===== src/rtl/boot_pkg.sv =====
// Shared types and defaults for the UART boot loader.
// Optional feature macro: BOOT_CHECKSUM_EN adds the CHECK state (trailer XOR byte).
package boot_pkg;

    localparam int CLKS_PER_BIT_DEF = 434;  // 50 MHz / 115200 baud
    localparam int DEPTH_DEF        = 16;

    typedef enum logic [2:0] {
        IDLE,
        COUNT,
        RECV,
        WRITE,
`ifdef BOOT_CHECKSUM_EN
        CHECK,
`endif
        DONE,
        ERROR
    } boot_state_e;

    typedef enum logic [1:0] {
        RX_IDLE,
        RX_START,
        RX_DATA,
        RX_STOP
    } uart_state_e;

endpackage


===== src/rtl/boot_loader_uart_rx.sv =====
// 8N1 UART receiver: 2-FF synchronised rx, mid-bit sampling via a down-counter,
// false-start rejection, one-cycle rx_valid / rx_ferr pulses.
//
// state    | meaning
// RX_IDLE  | line idle, waiting for a low level
// RX_START | half-bit wait, then confirm start bit still low
// RX_DATA  | sample 8 data bits LSB first at mid-bit
// RX_STOP  | sample stop bit; high -> byte valid, low -> framing error
module uart_rx
    import boot_pkg::*;
#(
    parameter int CLKS_PER_BIT = CLKS_PER_BIT_DEF
) (
    input  logic       clk,
    input  logic       rst_n,
    input  logic       rx,
    output logic       rx_valid,
    output logic [7:0] rx_byte,
    output logic       rx_ferr
);

    localparam int CNT_W = $clog2(CLKS_PER_BIT + 1);
    localparam logic [CNT_W-1:0] FULL_LD = CNT_W'(CLKS_PER_BIT - 1);
    localparam logic [CNT_W-1:0] HALF_LD = CNT_W'(CLKS_PER_BIT / 2 - 1);

    uart_state_e      state_q, state_d;
    logic             rx_meta_q, rx_sync_q;
    logic [CNT_W-1:0] cnt_q, cnt_d;
    logic [2:0]       bit_cnt_q, bit_cnt_d;
    logic [7:0]       shift_q, shift_d;
    logic             valid_q, valid_d;
    logic             ferr_q, ferr_d;
    logic             tc;

    assign tc = (cnt_q == '0);

    // Synchroniser and receiver state registers; line resets to idle-high.
    always_ff @(posedge clk or negedge rst_n) begin
        if (!rst_n) begin
            rx_meta_q <= 1'b1;
            rx_sync_q <= 1'b1;
            state_q   <= RX_IDLE;
            cnt_q     <= '0;
            bit_cnt_q <= '0;
            shift_q   <= '0;
            valid_q   <= 1'b0;
            ferr_q    <= 1'b0;
        end else begin
            rx_meta_q <= rx;
            rx_sync_q <= rx_meta_q;
            state_q   <= state_d;
            cnt_q     <= cnt_d;
            bit_cnt_q <= bit_cnt_d;
            shift_q   <= shift_d;
            valid_q   <= valid_d;
            ferr_q    <= ferr_d;
        end
    end

    // Bit timing and framing: reload the down-counter at each bit, act on terminal count.
    always_comb begin
        state_d   = state_q;
        cnt_d     = cnt_q;
        bit_cnt_d = bit_cnt_q;
        shift_d   = shift_q;
        valid_d   = 1'b0;
        ferr_d    = 1'b0;
        case (state_q)
            RX_IDLE: begin
                if (!rx_sync_q) begin
                    state_d = RX_START;
                    cnt_d   = HALF_LD;
                end
            end
            RX_START: begin
                if (tc) begin
                    if (!rx_sync_q) begin
                        state_d   = RX_DATA;
                        cnt_d     = FULL_LD;
                        bit_cnt_d = '0;
                    end else begin
                        state_d = RX_IDLE;
                    end
                end else begin
                    cnt_d = cnt_q - 1'b1;
                end
            end
            RX_DATA: begin
                if (tc) begin
                    shift_d = {rx_sync_q, shift_q[7:1]};
                    cnt_d   = FULL_LD;
                    if (bit_cnt_q == 3'd7) begin
                        state_d = RX_STOP;
                    end else begin
                        bit_cnt_d = bit_cnt_q + 1'b1;
                    end
                end else begin
                    cnt_d = cnt_q - 1'b1;
                end
            end
            RX_STOP: begin
                if (tc) begin
                    valid_d = rx_sync_q;
                    ferr_d  = !rx_sync_q;
                    state_d = RX_IDLE;
                end else begin
                    cnt_d = cnt_q - 1'b1;
                end
            end
            default: state_d = RX_IDLE;
        endcase
    end

    assign rx_valid = valid_q;
    assign rx_byte  = shift_q;
    assign rx_ferr  = ferr_q;

endmodule


===== src/rtl/boot_loader.sv =====
// UART boot loader: header byte N, then N little-endian 32-bit words written to
// instruction memory; releases the CPU (cpu_rst_n high) only once the load completes.
// Optional feature macro: BOOT_CHECKSUM_EN adds a trailer byte equal to the XOR of
// the header and all payload bytes, checked in the CHECK state.
//
// state | meaning
// IDLE  | waiting for header byte
// COUNT | validate header N (0 or > DEPTH is an error)
// RECV  | collecting 4 bytes of the current word
// WRITE | one-cycle write strobe of the assembled word
// CHECK | waiting for trailer checksum byte (BOOT_CHECKSUM_EN only)
// DONE  | load complete, CPU released; sticky
// ERROR | bad header, framing or checksum error; sticky
module boot_loader
    import boot_pkg::*;
#(
    parameter int CLKS_PER_BIT = CLKS_PER_BIT_DEF,
    parameter int DEPTH        = DEPTH_DEF
) (
    input  logic        clk,
    input  logic        rst_n,
    input  logic        rx,
    input  logic        restart,
    output logic        write,
    output logic [31:0] addr_in,
    output logic [31:0] data,
    output logic        cpu_rst_n,
    output logic        busy,
    output logic        done,
    output logic        err
);

    // One extra bit so the index can reach N == DEPTH without wrapping.
    localparam int IDX_W = $clog2(DEPTH) + 1;

    boot_state_e      state_q, state_d;
    logic [IDX_W-1:0] idx_q, idx_d;
    logic [IDX_W-1:0] n_q, n_d;
    logic [1:0]       byte_cnt_q, byte_cnt_d;
    logic [31:0]      word_q, word_d;
    logic [7:0]       hdr_q, hdr_d;
`ifdef BOOT_CHECKSUM_EN
    logic [7:0]       csum_q, csum_d;
`endif

    logic       rx_valid;
    logic [7:0] rx_byte;
    logic       rx_ferr;

    uart_rx #(
        .CLKS_PER_BIT(CLKS_PER_BIT)
    ) u_uart_rx (
        .clk     (clk),
        .rst_n   (rst_n),
        .rx      (rx),
        .rx_valid(rx_valid),
        .rx_byte (rx_byte),
        .rx_ferr (rx_ferr)
    );

    // Loader state registers; reset drops any partially assembled word.
    always_ff @(posedge clk or negedge rst_n) begin
        if (!rst_n) begin
            state_q    <= IDLE;
            idx_q      <= '0;
            n_q        <= '0;
            byte_cnt_q <= '0;
            word_q     <= '0;
            hdr_q      <= '0;
`ifdef BOOT_CHECKSUM_EN
            csum_q     <= '0;
`endif
        end else begin
            state_q    <= state_d;
            idx_q      <= idx_d;
            n_q        <= n_d;
            byte_cnt_q <= byte_cnt_d;
            word_q     <= word_d;
            hdr_q      <= hdr_d;
`ifdef BOOT_CHECKSUM_EN
            csum_q     <= csum_d;
`endif
        end
    end

    // Next-state logic; restart overrides every state and clears all accumulators.
    always_comb begin
        state_d    = state_q;
        idx_d      = idx_q;
        n_d        = n_q;
        byte_cnt_d = byte_cnt_q;
        word_d     = word_q;
        hdr_d      = hdr_q;
`ifdef BOOT_CHECKSUM_EN
        csum_d     = csum_q;
`endif
        if (restart) begin
            state_d    = IDLE;
            idx_d      = '0;
            n_d        = '0;
            byte_cnt_d = '0;
            word_d     = '0;
            hdr_d      = '0;
`ifdef BOOT_CHECKSUM_EN
            csum_d     = '0;
`endif
        end else begin
            case (state_q)
                IDLE: begin
                    if (rx_ferr) begin
                        state_d = ERROR;
                    end else if (rx_valid) begin
                        hdr_d   = rx_byte;
`ifdef BOOT_CHECKSUM_EN
                        csum_d  = rx_byte;
`endif
                        state_d = COUNT;
                    end
                end
                COUNT: begin
                    if (hdr_q == 8'd0 || 32'(hdr_q) > 32'(DEPTH)) begin
                        state_d = ERROR;
                    end else begin
                        n_d        = IDX_W'(hdr_q);
                        idx_d      = '0;
                        byte_cnt_d = '0;
                        state_d    = RECV;
                    end
                end
                RECV: begin
                    if (rx_ferr) begin
                        state_d = ERROR;
                    end else if (rx_valid) begin
                        // Shift right so the first byte ends up in [7:0].
                        word_d = {rx_byte, word_q[31:8]};
`ifdef BOOT_CHECKSUM_EN
                        csum_d = csum_q ^ rx_byte;
`endif
                        if (byte_cnt_q == 2'd3) begin
                            byte_cnt_d = '0;
                            state_d    = WRITE;
                        end else begin
                            byte_cnt_d = byte_cnt_q + 1'b1;
                        end
                    end
                end
                WRITE: begin
                    idx_d = idx_q + 1'b1;
                    if (idx_q + 1'b1 == n_q) begin
`ifdef BOOT_CHECKSUM_EN
                        state_d = CHECK;
`else
                        state_d = DONE;
`endif
                    end else begin
                        state_d = RECV;
                    end
                end
`ifdef BOOT_CHECKSUM_EN
                CHECK: begin
                    if (rx_ferr) begin
                        state_d = ERROR;
                    end else if (rx_valid) begin
                        state_d = (rx_byte == csum_q) ? DONE : ERROR;
                    end
                end
`endif
                DONE:    state_d = DONE;
                ERROR:   state_d = ERROR;
                default: state_d = IDLE;
            endcase
        end
    end

    // Moore outputs decoded from the registered state.
    always_comb begin
        busy = 1'b0;
        case (state_q)
            COUNT, RECV, WRITE: busy = 1'b1;
`ifdef BOOT_CHECKSUM_EN
            CHECK:              busy = 1'b1;
`endif
            default:            busy = 1'b0;
        endcase
    end

    assign write     = (state_q == WRITE);
    assign addr_in   = 32'(idx_q);
    assign data      = word_q;
    assign cpu_rst_n = (state_q == DONE);
    assign done      = (state_q == DONE);
    assign err       = (state_q == ERROR);

endmodule

===== config.mk =====
export PLATFORM = sky130hd
export DESIGN_NAME = boot_loader
export DESIGN_NICKNAME = d
export VERILOG_FILES = /design/src/rtl/boot_pkg.sv /design/src/rtl/boot_loader_uart_rx.sv /design/src/rtl/boot_loader.sv
export SDC_FILE = /design/constraint.sdc
export NUM_CORES = 1
export LEC_CHECK = 0
export CAP_MARGIN = 20
export CORE_ASPECT_RATIO = 1.1
export CORE_MARGIN = 2
export CORE_UTILIZATION = 30
export CTS_CLUSTER_SIZE = 14
export DETAILED_ROUTE_END_ITERATION = 7
export PLACE_DENSITY = 0.52
export REMOVE_ABC_BUFFERS = 1
export SLEW_MARGIN = 15
export SYNTH_ARGS = -nofsm -noshare
export SYNTH_HDL_FRONTEND = slang
export SYNTH_SLANG_ARGS = --single-unit
export TNS_END_PERCENT = 10

===== constraint.sdc =====
create_clock -name clk -period 2.41 [get_ports clk]
set_input_delay 0.3615 -clock clk [delete_from_list [all_inputs] [get_ports clk]]
set_output_delay 0.3615 -clock clk [all_outputs]
set_load 0.005 [all_outputs]

# Word level (Yosys, flattened, before mapping)
# Cells that the tools add are included.
[op_classes]
addsub = 4
multipliers = 0
n_div = 0
magnitude_cmp = 1
eq_ne = 28
shift = 0
muxes = 52
bitwise = 0
n_reduce_logical = 24
[op_table]
columns = ["operator", "count"]
rows = [
  ["$mux W32", 4],
  ["$mux W9", 5],
  ["$mux W3", 12],
  ["$pmux W9 S4", 1],
  ["$mux W8", 4],
  ["$mux W5", 5],
  ["$mux W2", 11],
  ["$pmux W3 S6", 1],
  ["$ne A2 B2 Y1 const B", 6],
  ["$reduce_and A3 Y1", 4],
  ["$pmux W5 S2", 1],
  ["$reduce_and A5 Y1", 2],
  ["$reduce_bool A2 Y1", 5],
  ["$eq A3 B3 Y1 const B", 3],
  ["$logic_not A9 Y1", 1],
  ["$ne A3 B3 Y1 const B", 3],
  ["$sub A9 B1 Y9 const B", 1],
  ["$gt A8 B5 Y1 const B", 1],
  ["$logic_not A8 Y1", 1],
  ["$ne A2 B1 Y1 const B", 4],
  ["$ne A4 B2 Y1 const B", 2],
  ["$pmux W2 S4", 1],
  ["$eq A2 B2 Y1 const B", 3],
  ["$eq A3 B2 Y1 const B", 2],
  ["other kinds (19)", 26],
]
[totals]
ff_bits = 81
latchBits = 0
ramBits = 0
romBits = 0
inputBits = 4
out_inout_bits = 69
mem_count = 0

# Logic depth before layout (Yosys ltp)
[logic_depth]
word_depth = 6
mapped_depth = 8
ltp_nobuf = 7

# Hierarchy
# From an unflattened synthesis, not the netlist that was laid out.
[unflattened]
cells_unflattened = 442
area_unflattened_um2 = 4147.7
[by_module_without_submodules]
columns = ["module", "n_inst", "cells_each", "area_each_um2", "seq_area_each_um2"]
rows = [
  ["boot_loader", 1, 308, 2736.4, 1376.3],
  ["uart_rx", 1, 134, 1411.4, 653.1],
]

# Least setup slack after synthesis
# Ideal clock, no wire load.
[synth_timing]
path_kind = "flip-flop to flip-flop"
start = "register u_uart_rx.cnt_q[0]"
end = "register u_uart_rx.cnt_q[6]"
arrival_time_ns = 1.969
slack_ns = 0.314
stages_incl_launch_ff = 9
path_buffers = 1
synth_period_minus_slack_ns = 2.096
cell_sequence = "dfrtp_1 -> inv_1 -> ha_1 -> or4b_4 -> or2_1 -> buf_6 -> a21o_1 -> a31oi_1 -> o22ai_1"
[synth_between]
elab_chain_cells = 3
elab_cells_between_ends = 9
classes_between = "add/sub: 1; eq/ne: 2; mux: 4; reduce/logical: 2"
[synth_lines]
columns = ["item", "line_no", "rtl"]
rows = [
  ["start, declared", "boot_loader_uart_rx.sv:28", "logic [CNT_W-1:0] cnt_q, cnt_d;"],
  ["start signal, assigned", "boot_loader_uart_rx.sv:52", "cnt_q <= cnt_d;"],
  ["$sub A9 B1 Y9 / $logic_not A9 Y1 (equally long branches)", "--", ""],
  ["$mux W9 (tied with other cells)", "boot_loader_uart_rx.sv:102", "if (tc) begin"],
  ["$pmux W9 S4 / $reduce_and A3 Y1 (equally long branches)", "--", ""],
]
# Parallel ways exist; a longest one is shown, timed or not. The select of a mux whose other input is x is not followed.
# A chain may end at the register's enable or synchronous reset.

# Worst setup path after layout
[layout_timing]
start = "register u_uart_rx.cnt_q[1]"
end = "register u_uart_rx.cnt_q[6]"
# Same word-level chain as after synthesis.

==> impl_results.md <==
* Status: complete, no violations
* Slowest cell on crit path: or4b_4
* Worst path buffer plus inverter count at 1
* Fmax at 458.3 MHz
* Max FO, Critical Path at 8
* Max cap viols at 0
* Synth Cell Area at 4144 um2
* Mapped Cells at 434
* Via count at 3100
* Hold depth at 0
* Dpl cells at 654
* # rows at 45
* Pre-antenna DRT Iters at 4
* Power Density at 560.4 nW/um2
* Global route hottest layer: met2
* Post-CTS setup buffers at 0
* Clk_skew at 0.007594 ns
* Layout cells sized above 1 at 9.731%
* Core area at 13630 um2
* Filler Cells Inserted at 1375
* Gr usage total at 12.38%
* Post-DP HPWL at 5799 um
* CTS max path bufs at 2
* Crit end category: flop
* Vias in the first global route at 3019
* Drt drc at 0
* Insertion delay to the later sink of the worst-skew pair at 0.33 ns
* CTS tree: done
* Worst r2r path cells at 7
* Max incr delay on CP at 0.51 ns
* Seq cells post-synth at 81
* TNS Setup at 0 ns
* Largest net degree at the start of global routing at 71
* Post-synth ARST share at 100.0%
* Final worst setup slack at 0.2282 ns
* GP Congestion at 0.8750
* WL/cell at 12.91 um
* Worst path top cell family by delay: simple AND/OR/NAND/NOR gates
* Worst Hold Launch: u_uart_rx.rx_meta_q$_DFF_PN1_
* H-tree depth at 3
* GR Util met1 at 15.54%
* Final design utilization at 36.90%
* Setup Crit Path Kind: reg -> reg
* Sequential element share of the synthesized area at 48.97%
* Slew Limit Fails at 0
* Grt ovf at 0
* Die width at 116.1 um
* Non-filler cells, final at 671
* Post-Route WL at 8661 um
* RSZ-0062 raised after global routing: no
* DR iter-0 viols at 182
* Reg-to-reg slack, setup at 0.23 ns
* Crit path required time at 2.62 ns
* Main synth FF type: dfrtp_1
* Post-synth EDFFs at 0
* Crit start category: flop
* Hold Path Sink: u_uart_rx.rx_sync_q$_DFF_PN1_
* PortBufs at 45
* Unique masters post-synth at 57
* Worst Path Arrival at 2.39 ns
* Root Buffer Master: clkbuf_16
* Worst R2R End: u_uart_rx.cnt_q[6]$_DFFE_PN0P_
* Ports at 73
* Worst-Margin Slew at 0.6135 ns
* Syn Area/Cell at 9.548 um2
* Final Hold Fails at 0
* Post-layout nets at 493
* Final min period at 2.182 ns
* Die Y at 127.3 um
* Dpl ws at 0.2392 ns
* Area delta synth->final at 21.32%
* CTS sink cnt at 81
* Reg-to-reg startpoint: u_uart_rx.cnt_q[1]$_DFFE_PN0P_
* Clock Pin Slew Worst Setup and Hold Paths at 0.06 ns
* Cts bufs inserted at 9
* Antenna Violating Nets Remaining at 0
* Initial antenna violation count at 0
* Synth warnings at 0
* Critical-path cell list: inv_1 -> ha_1 -> or4b_4 -> or2_1 -> a21o_1 -> a31oi_1 -> o22ai_1
* Critical path origin: u_uart_rx.cnt_q[1]$_DFFE_PN0P_
* GR Util met2 at 20.23%
* # setup viols final at 0
* Met3 track demand over resource at 4.317%
* First-pass GRT wire length at 14610 um
* Min-Delay Path Class: reg -> reg
* Peak supply drop at 0.2385 mV
* Number of inserted diodes at 0
* Period utilization at 90.53%
* Pleak at 2.146 nW
* Vias per cell at 4.620
* Die ar. at 14770 um2
* Slew HR at 59.10%
* Initial core utilization at 30.41%
* Total power at 2.817 mW
==> what timing repair did <==
| action | in CTS | in global routing |
|---|---|---|
| endpoints found under the hold margin | 9 | 0 |
| hold buffers | 1 | 0 |
| resized for setup | 0 | 0 |
==> power breakdown <==
group | switching [mW] | leakage [nW] | total, mW | internal, mW
Combinational | 0.0534 | 0.891 | 0.0639 | 0.0105
Sequential | 0.00196 | 1.11 | 1.36 | 1.36
Clock | 0.556 | 0.149 | 1.39 | 0.832
Total | 0.612 | 2.15 | 2.82 | 2.21
==> synth_stat cells (3+ instances only) <==
cell      count  share of area, %
dfrtp_1      79                48
nand2_1      77               7.0
a21oi_1      47               5.7
nor2_1       31               2.8
buf_4        28               5.1
clkbuf_1     18               1.6
mux2i_1      15               3.6
ha_1         11               3.3
inv_1        11               1.0
nand3_1      10               1.2
mux2_2        9               2.4
o21ai_0       9               1.1
a31oi_1       8               1.2
nor3_1        6              0.72
a22o_1        5               1.1
nand2b_1      4              0.60
nand3b_1      4              0.72
nor4_1        4              0.60
nor4b_1       4              0.85
a21o_1        3              0.54
==> state kept, by name, indices dropped and copies added (netlist names), 2 cells and up, named ones only <==
signal / count
data: 32
u_uart_rx.cnt_q: 9
hdr_q: 8
u_uart_rx.rx_byte: 8
idx_q: 5
n_q: 5
state_q: 3
u_uart_rx.bit_cnt_q: 3
byte_cnt_q: 2
==> cell type report <==
class | instances | area (um2) | share of cell area [%]
flip-flops and latches | 81 | 2029 | 40.37
multi-input cells | 318 | 1869 | 37.18
repair buffers | 57 | 548.0 | 10.90
clock buffers | 10 | 239.0 | 4.754
well taps | 188 | 235.2 | 4.679
clock inverters | 6 | 65.06 | 1.294
inverters | 11 | 41.29 | 0.8213
==> kinds of logic after synthesis <==
| group | share of synthesized area (%) |
|---|---|
| other | 0.09049 |
| xor gates and xnor gates | 0.8456 |
| adders and majority gates | 3.321 |
| muxes | 6.069 |
| and+or+nand+nor | 17.96 |
| DFF | 48.97 |
| buffers and inverters | 8.484 |
| AOI/OAI and AO/OA | 14.25 |
==> layout by cell type (no fill, tap or decap), types with 2 or more instances in the layout <==
master | synthesis | layout
and2_1 | 2 | 2
inv_1 | 11 | 11
o21a_1 | 2 | 2
ha_1 | 11 | 11
a21o_1 | 3 | 3
a21oi_1 | 47 | 47
nand2_1 | 77 | 77
nor2b_1 | 2 | 2
o32a_1 | 2 | 2
a22o_1 | 5 | 5
conb_1 | 1 | 27
o31ai_1 | 2 | 2
o21ai_0 | 9 | 9
o211ai_1 | 2 | 2
clkinv_2 | 0 | 2
clkdlybuf4s50_1 | 0 | 43
nor2_2 | 2 | 2
clkbuf_16 | 0 | 9
dfrtp_1 | 79 | 79
a31oi_1 | 8 | 8
nor4b_1 | 4 | 4
dfstp_2 | 2 | 2
nand3_1 | 10 | 10
mux2_2 | 9 | 9
nor4_1 | 4 | 4
nor2_1 | 31 | 31
xor2_1 | 2 | 2
buf_4 | 28 | 11
xnor2_1 | 2 | 2
mux2i_1 | 15 | 15
nand2b_1 | 4 | 4
nor3_1 | 6 | 6
or3_1 | 2 | 2
nand3b_1 | 4 | 4
o22ai_1 | 2 | 2
==> worst max-delay path by stage <==
stage	cells after the start	slack, ns	to
final	7	0.23	u_uart_rx.cnt_q[6]$_DFFE_PN0P_
after global routing	7	0.12	u_uart_rx.cnt_q[6]$_DFFE_PN0P_
after CTS	7	0.22	u_uart_rx.cnt_q[6]$_DFFE_PN0P_
after detailed placement	7	0.24	u_uart_rx.cnt_q[6]$_DFFE_PN0P_
after global placement	7	0.30	u_uart_rx.cnt_q[6]$_DFFE_PN0P_
after floorplan	4	0.04	data[0]$_DFFE_PN0P_
==> through the flow <==
stage / area [um2] / hold WS (ns)
6_report: 5027 / 0.3551
5_1_grt: 5027 / 0.3601
4_1_cts: 5027 / 0.3554
3_5_place_dp: 4713 / 0.2214
3_3_place_gp: 4713 / 0.2201
2_1_floorplan: 3931 / 0.06591
==> per-layer routing <==
layer  part of all wire (%)  routed length [um]
met1                     46                3975
met3                    4.1                 355
met4                    1.4                 124
met5                      0                   0
met2                     49                4205
No activity file was read; power rests on OpenSTA's default activity.
